$ cat src/rtl/alu_cmd_sequencer.sv
// UART command sequencer for the registered 4-bit ALU: opcode byte + operand byte in, result byte out.
// Define ALU_SEQ_CHECKSUM_EN to follow each result with an XOR checksum byte.
module alu_cmd_sequencer #(
  parameter logic [3:0] HEADER         = 4'hA,
  parameter int         ALU_LATENCY    = 1,
  parameter int         TIMEOUT_CYCLES = 1000,
  parameter logic [7:0] ERR_CODE       = 8'hEE
) (
  input  logic       clk,
  input  logic       reset_n,
  input  logic [7:0] rx_data,
  input  logic       rx_valid,
  output logic [7:0] tx_data,
  output logic       tx_valid,
  input  logic       tx_ready,
  output logic [3:0] alu_op,
  output logic [3:0] alu_a,
  output logic [3:0] alu_b,
  input  logic [7:0] alu_result,
  output logic       busy,
  output logic       err
);

  localparam int TW = $clog2(TIMEOUT_CYCLES + 1);
  localparam logic [TW-1:0] TO_LAST = TW'(TIMEOUT_CYCLES - 1);
  localparam logic [3:0] LAT = 4'(ALU_LATENCY);
  localparam logic [3:0] OP_DIV = 4'hE;

  typedef enum logic [2:0] {
    S_IDLE,
    S_GET_OPND,
    S_EXEC,
`ifdef ALU_SEQ_CHECKSUM_EN
    S_SEND,
    S_SEND_CK
`else
    S_SEND
`endif
  } state_t;

  state_t        state_q, state_d;
  logic [3:0]    op_q, op_d;
  logic [3:0]    a_q, a_d;
  logic [3:0]    b_q, b_d;
  logic [7:0]    result_q, result_d;
  logic [TW-1:0] to_cnt_q, to_cnt_d;
  logic [3:0]    ex_cnt_q, ex_cnt_d;
  logic [7:0]    tx_data_q, tx_data_d;
  logic          tx_valid_q, tx_valid_d;
  logic [3:0]    alu_op_q, alu_op_d;
  logic          busy_q, busy_d;
  logic          err_q, err_d;

  always_comb begin
    state_d    = state_q;
    op_d       = op_q;
    a_d        = a_q;
    b_d        = b_q;
    result_d   = result_q;
    to_cnt_d   = to_cnt_q;
    ex_cnt_d   = ex_cnt_q;
    tx_data_d  = tx_data_q;
    tx_valid_d = tx_valid_q;
    err_d      = 1'b0;
    unique case (state_q)
      S_IDLE: begin
        if (rx_valid) begin
          if (rx_data[7:4] == HEADER) begin
            op_d     = rx_data[3:0];
            to_cnt_d = '0;
            state_d  = S_GET_OPND;
          end else begin
            err_d = 1'b1;
          end
        end
      end
      S_GET_OPND: begin
        if (rx_valid) begin
          a_d = rx_data[7:4];
          b_d = rx_data[3:0];
          // divide by zero is answered here; the ALU never sees it
          if (op_q == OP_DIV && rx_data[3:0] == 4'h0) begin
            result_d   = ERR_CODE;
            tx_data_d  = ERR_CODE;
            tx_valid_d = 1'b1;
            err_d      = 1'b1;
            state_d    = S_SEND;
          end else begin
            ex_cnt_d = '0;
            state_d  = S_EXEC;
          end
        end else if (to_cnt_q == TO_LAST) begin
          err_d   = 1'b1;
          state_d = S_IDLE;
        end else begin
          to_cnt_d = to_cnt_q + TW'(1);
        end
      end
      S_EXEC: begin
        err_d = rx_valid;
        if (ex_cnt_q == LAT) begin
          result_d   = alu_result;
          tx_data_d  = alu_result;
          tx_valid_d = 1'b1;
          state_d    = S_SEND;
        end else begin
          ex_cnt_d = ex_cnt_q + 4'd1;
        end
      end
      S_SEND: begin
        err_d = rx_valid;
        if (tx_ready) begin
`ifdef ALU_SEQ_CHECKSUM_EN
          tx_data_d = {HEADER, op_q} ^ {a_q, b_q}
                    ^ result_q;
          state_d   = S_SEND_CK;
`else
          tx_valid_d = 1'b0;
          state_d    = S_IDLE;
`endif
        end
      end
`ifdef ALU_SEQ_CHECKSUM_EN
      S_SEND_CK: begin
        err_d = rx_valid;
        if (tx_ready) begin
          tx_valid_d = 1'b0;
          state_d    = S_IDLE;
        end
      end
`endif
      default: begin
        tx_valid_d = 1'b0;
        state_d    = S_IDLE;
      end
    endcase
    alu_op_d = (state_d == S_EXEC) ? op_d : 4'h0;
    busy_d   = (state_d != S_IDLE);
  end

  always_ff @(posedge clk or posedge reset_n) begin
    if (reset_n) begin
      state_q    <= S_IDLE;
      op_q       <= '0;
      a_q        <= '0;
      b_q        <= '0;
      result_q   <= '0;
      to_cnt_q   <= '0;
      ex_cnt_q   <= '0;
      tx_data_q  <= '0;
      tx_valid_q <= 1'b0;
      alu_op_q   <= '0;
      busy_q     <= 1'b0;
      err_q      <= 1'b0;
    end else begin
      state_q    <= state_d;
      op_q       <= op_d;
      a_q        <= a_d;
      b_q        <= b_d;
      result_q   <= result_d;
      to_cnt_q   <= to_cnt_d;
      ex_cnt_q   <= ex_cnt_d;
      tx_data_q  <= tx_data_d;
      tx_valid_q <= tx_valid_d;
      alu_op_q   <= alu_op_d;
      busy_q     <= busy_d;
      err_q      <= err_d;
    end
  end

  assign tx_data  = tx_data_q;
  assign tx_valid = tx_valid_q;
  assign alu_op   = alu_op_q;
  assign alu_a    = a_q;
  assign alu_b    = b_q;
  assign busy     = busy_q;
  assign err      = err_q;

endmodule

$ cat config.mk
export PLATFORM = sky130hd
export DESIGN_NAME = alu_cmd_sequencer
export DESIGN_NICKNAME = d
export VERILOG_FILES = /design/src/rtl/alu_cmd_sequencer.sv
export SDC_FILE = /design/constraint.sdc
export NUM_CORES = 1
export LEC_CHECK = 0
export BUFFER_PORTS_ARGS = -buffer_cell sky130_fd_sc_hd__buf_2
export CELL_PAD_IN_SITES_DETAIL_PLACEMENT = 0
export CELL_PAD_IN_SITES_GLOBAL_PLACEMENT = 2
export CORE_MARGIN = 5
export CORE_UTILIZATION = 38
export DETAILED_ROUTE_END_ITERATION = 6
export GPL_ROUTABILITY_DRIVEN = 0
export GPL_TIMING_DRIVEN = 0
export PLACE_DENSITY_LB_ADDON = 0.05
export REMOVE_ABC_BUFFERS = 1
export SLEW_MARGIN = 5
export SYNTH_ARGS = -nofsm -noshare
export SYNTH_HDL_FRONTEND = slang
export SYNTH_SLANG_ARGS = --single-unit
$ cat constraint.sdc
create_clock -name clk -period 3.1 [get_ports clk]
set_clock_uncertainty 0.2 [all_clocks]
set_input_delay 0.155 -clock clk [delete_from_list [all_inputs] [get_ports clk]]
set_output_delay 0.155 -clock clk [all_outputs]
set_load 0.01 [all_outputs]
==> results.py <==
metrics = {
    "critical_path": {
        "reg2regPathDepth": 4,
        "crit_required_ps": 3080,
        "timing.rr.end": "alu_op[1]",
        "cp_max_fo": 13,
        "critPathCapture": "alu_op[1]",
        "arrival_ps": 2500,
        "critPathLaunch": "state_q[1]",
        "r2r_slack_ps": 580,
        "timing.rr.start": "state_q[1]",
        "startpoint_type": "flip-flop",
        "end_kind": "flip-flop",
        "worstSetupPathType": "reg -> reg",
    },
    "detailed_routing": {
        "wl_per_cell_um": 14.47,
        "ant_nets": 0,
        "drtPass1Iterations": 4,
        "vias": 1527,
        "drc": 0,
        "routed_via_density": 4.990,
        "drt_iter0_markers": 50,
        "wirelength_um": 4429,
    },
    "final_layout": {
        "final_cell_mix": "44 x dfrtp_1, 42 x buf_2, 19 x dlygate4sd3_1",
        "final_cells": 306,
        "final_util_pct": 50.44,
        "antenna_cells": 0,
        "area.growth.synth_to_final_pct": 27.76,
        "final_area_sq_mm": 0.002609,
        "nNetsFinal": 258,
        "layout-drive-gt1-share_pct": 36.02,
        "mostFrequentLayoutCell": "dfrtp_1",
    },
    "grt": {
        "gr-total-overflow": 0,
        "grtUsageTotal_pct": 13.89,
        "grt_max_degree": 30,
        "grt_antenna_before_repair": 0,
        "grt_pass1_wl_um": 7810,
        "grt_pass1_vias": 1597,
    },
    "sta": {
        "fmaxAchievable_mhz": 396.2,
        "fin_setup_tns_ps": 0,
        "final_max_slew_viol_count": 0,
        "slew-limit-headroom_pct": 41.30,
        "layout_worst_path_cycle_share_pct": 81.42,
        "setup_viol": 0,
        "worstMarginPinSlew_ps": 875.7,
        "fin_crit_ps": 2524,
        "hold_viol": 0,
        "rsz0062_at_grt": "no",
    },
    "logic_synthesis": {
        "synth_top_area_share_pct": 53.92,
        "synth.distinct_cells": 44,
        "avgSynthCellArea_sq_um": 11.87,
        "synthCells": 172,
        "yosysWarnings": 0,
        "netlist_area_sq_mm": 0.002042,
        "yosysSeqAreaShare_pct": 53.92,
        "synthTopCellsByArea": "dfrtp_1 54%, mux2_2 8.8%, o22a_2 2.9%, nand3_1 2.2%, xnor2_1 2.1%",
        "ys_ff_latch": 44,
        "synth.largest_area_cell": "dfrtp_1",
    },
    "power_and_ir_drop": {
        "power_frac_seq_pct": 56.2,
        "p_leak_uw": 0.001201,
        "switching_share_pct": 25.36,
        "ir_worst_vdd_uv": 286.1,
        "clkPwrFrac_pct": 31.5,
        "combPwrFrac_pct": 12.2,
        "powerDensity_mw_per_mm2": 432.8,
        "p_int_uw": 842.8,
        "power.net_switching_uw": 286.4,
    },
    "cts": {
        "numCtsBuffers": 5,
        "clock_latency_ps": 300,
        "cts_tree": "done",
        "cts_setup_buffers": 0,
        "cts_root_buf": "clkbuf_8",
        "clk_pin_slew_worst_paths_ps": 90,
        "clockBufferDepth": 2,
        "cts.sinks": 44,
        "htreeDepth": 2,
    },
    "placement": {
        "dpl_cell_area_sq_mm": 0.002331,
        "place_hpwl_um": 3141,
        "port-buffer-count": 42,
        "place_inst": 279,
    },
    "run": {
        "max_cap_viol_count": 0,
    },
    "floorplanning": {
        "die_w_um": 83.31,
        "design.core.area_sq_mm": 0.005172,
        "placementRows": 26,
        "initial_core_util_pct": 39.48,
        "io_pins": 43,
        "die_area_sq_mm": 0.006940,
        "fp.dieH_um": 83.31,
    },
    "min_path": {
        "hp-class": "in -> async",
    },
    "run_status": {
        "status": "complete, no violations",
    },
}
==> worst min path at each step <==
stage | to | cells after the start
after global routing | to_cnt_q[5] | 3
after detailed placement | to_cnt_q[6] | 2
after CTS | alu_a[2] | 3
final | to_cnt_q[5] | 3
after global placement | tx_data[0] | 3
after floorplan | state_q[1] | 1
==> area by class of cell <==
cell class / count / area (sq um)
repair buffers: 62 / 420.4
clock buffers: 5 / 68.82
clock inverters: 3 / 18.77
inverters: 6 / 22.52
well taps: 70 / 87.58
multi-input cells: 116 / 889.6
fillers: 470 / 2564
flip-flops and latches: 44 / 1101
==> logic make-up (layout without fill, tap and decap cells) <==
family | Yosys count | count (layout) | share of synthesized area, %
and+or+nand+nor | 62 | 62 | 18.44
DFF | 44 | 44 | 53.92
AOI/OAI and AO/OA | 28 | 28 | 11.64
muxes | 17 | 17 | 9.314
buffers and inverters | 12 | 76 | 2.512
xor gates and xnor gates | 5 | 5 | 2.145
adders and majority gates | 3 | 3 | 1.838
other | 1 | 1 | 0.1836
==> power by group through the flow <==
stage	clock network (uW)	logic, uW	registers, uW
floorplan	0	62.7	651
finish	356	138	635
CTS	374	141	635
detailed placement	0	122	646
global route	400	154	641
global placement	0	115	645
==> timing repair <==
item | 4_1_cts | 5_1_grt
resized for setup | 0 | 0
hold buffers | 19 | 0
hold endpoints to repair | 66 | 0
==> per-layer routing <==
layer  routed length, um  track usage, %  part of all wire (%)  up-vias
met5                   0               0                     0        -
met4                  61           4.458                   1.4        0
met1                2037           17.78                    46      747
met3                 220           4.257                   5.0        5
li1                    -               -                     -      743
met2                2110           22.38                    48       32
==> per-stage QoR <==
stage	hold WS, ps	total power [uW]	setup WS (ps)
2_1_floorplan	69.66	713.4	963.3
3_3_place_gp	185.5	759.9	580.6
3_5_place_dp	-47.67	768.7	539.6
4_1_cts	176.3	1150	530.2
5_1_grt	196.1	1196	322.1
6_report	169.7	1129	575.8
==> sequential cells by signal (all words and copies together) (netlist names) <==
register,count
alu_a,4
tx_data,8
state_q,3
alu_op,4
busy,1
to_cnt_q,10
op_q,4
alu_b,4
ex_cnt_q,4
tx_valid,1
err,1
==> synth_stat cells <==
cell type / number
a21oi_4: 2
xnor2_1: 5
nor2b_1: 4
or4b_1: 1
or3_1: 2
a31oi_1: 1
a21oi_1: 4
or4_4: 2
or3b_2: 1
a211o_1: 1
nor2_1: 10
o22a_2: 6
nand4_1: 1
nor3_2: 2
inv_1: 6
mux2i_1: 1
and3b_1: 1
a311o_1: 1
and4_1: 1
a311oi_1: 1
a31oi_4: 1
nor4_1: 1
clkbuf_1: 1
nand3_1: 9
dfrtp_1: 44
and3_1: 1
o211ai_1: 2
nand3b_1: 2
nand2b_1: 1
buf_2: 5
ha_1: 3
mux2_2: 16
o21ai_0: 6
nor3b_1: 3
and4bb_2: 1
nor3_1: 1
nand4b_1: 1
a22o_1: 2
o21a_1: 1
or2_2: 2
or3b_1: 1
nor4b_1: 3
conb_1: 1
nand2_1: 11
==> critical path: stages (launching register included) <==
cell and delay, ps:
dfrtp_1 540, nor4b_1 510, and3_1 620, mux2_2 410, nor2b_1 130
(Power assumes the default switching activity.)
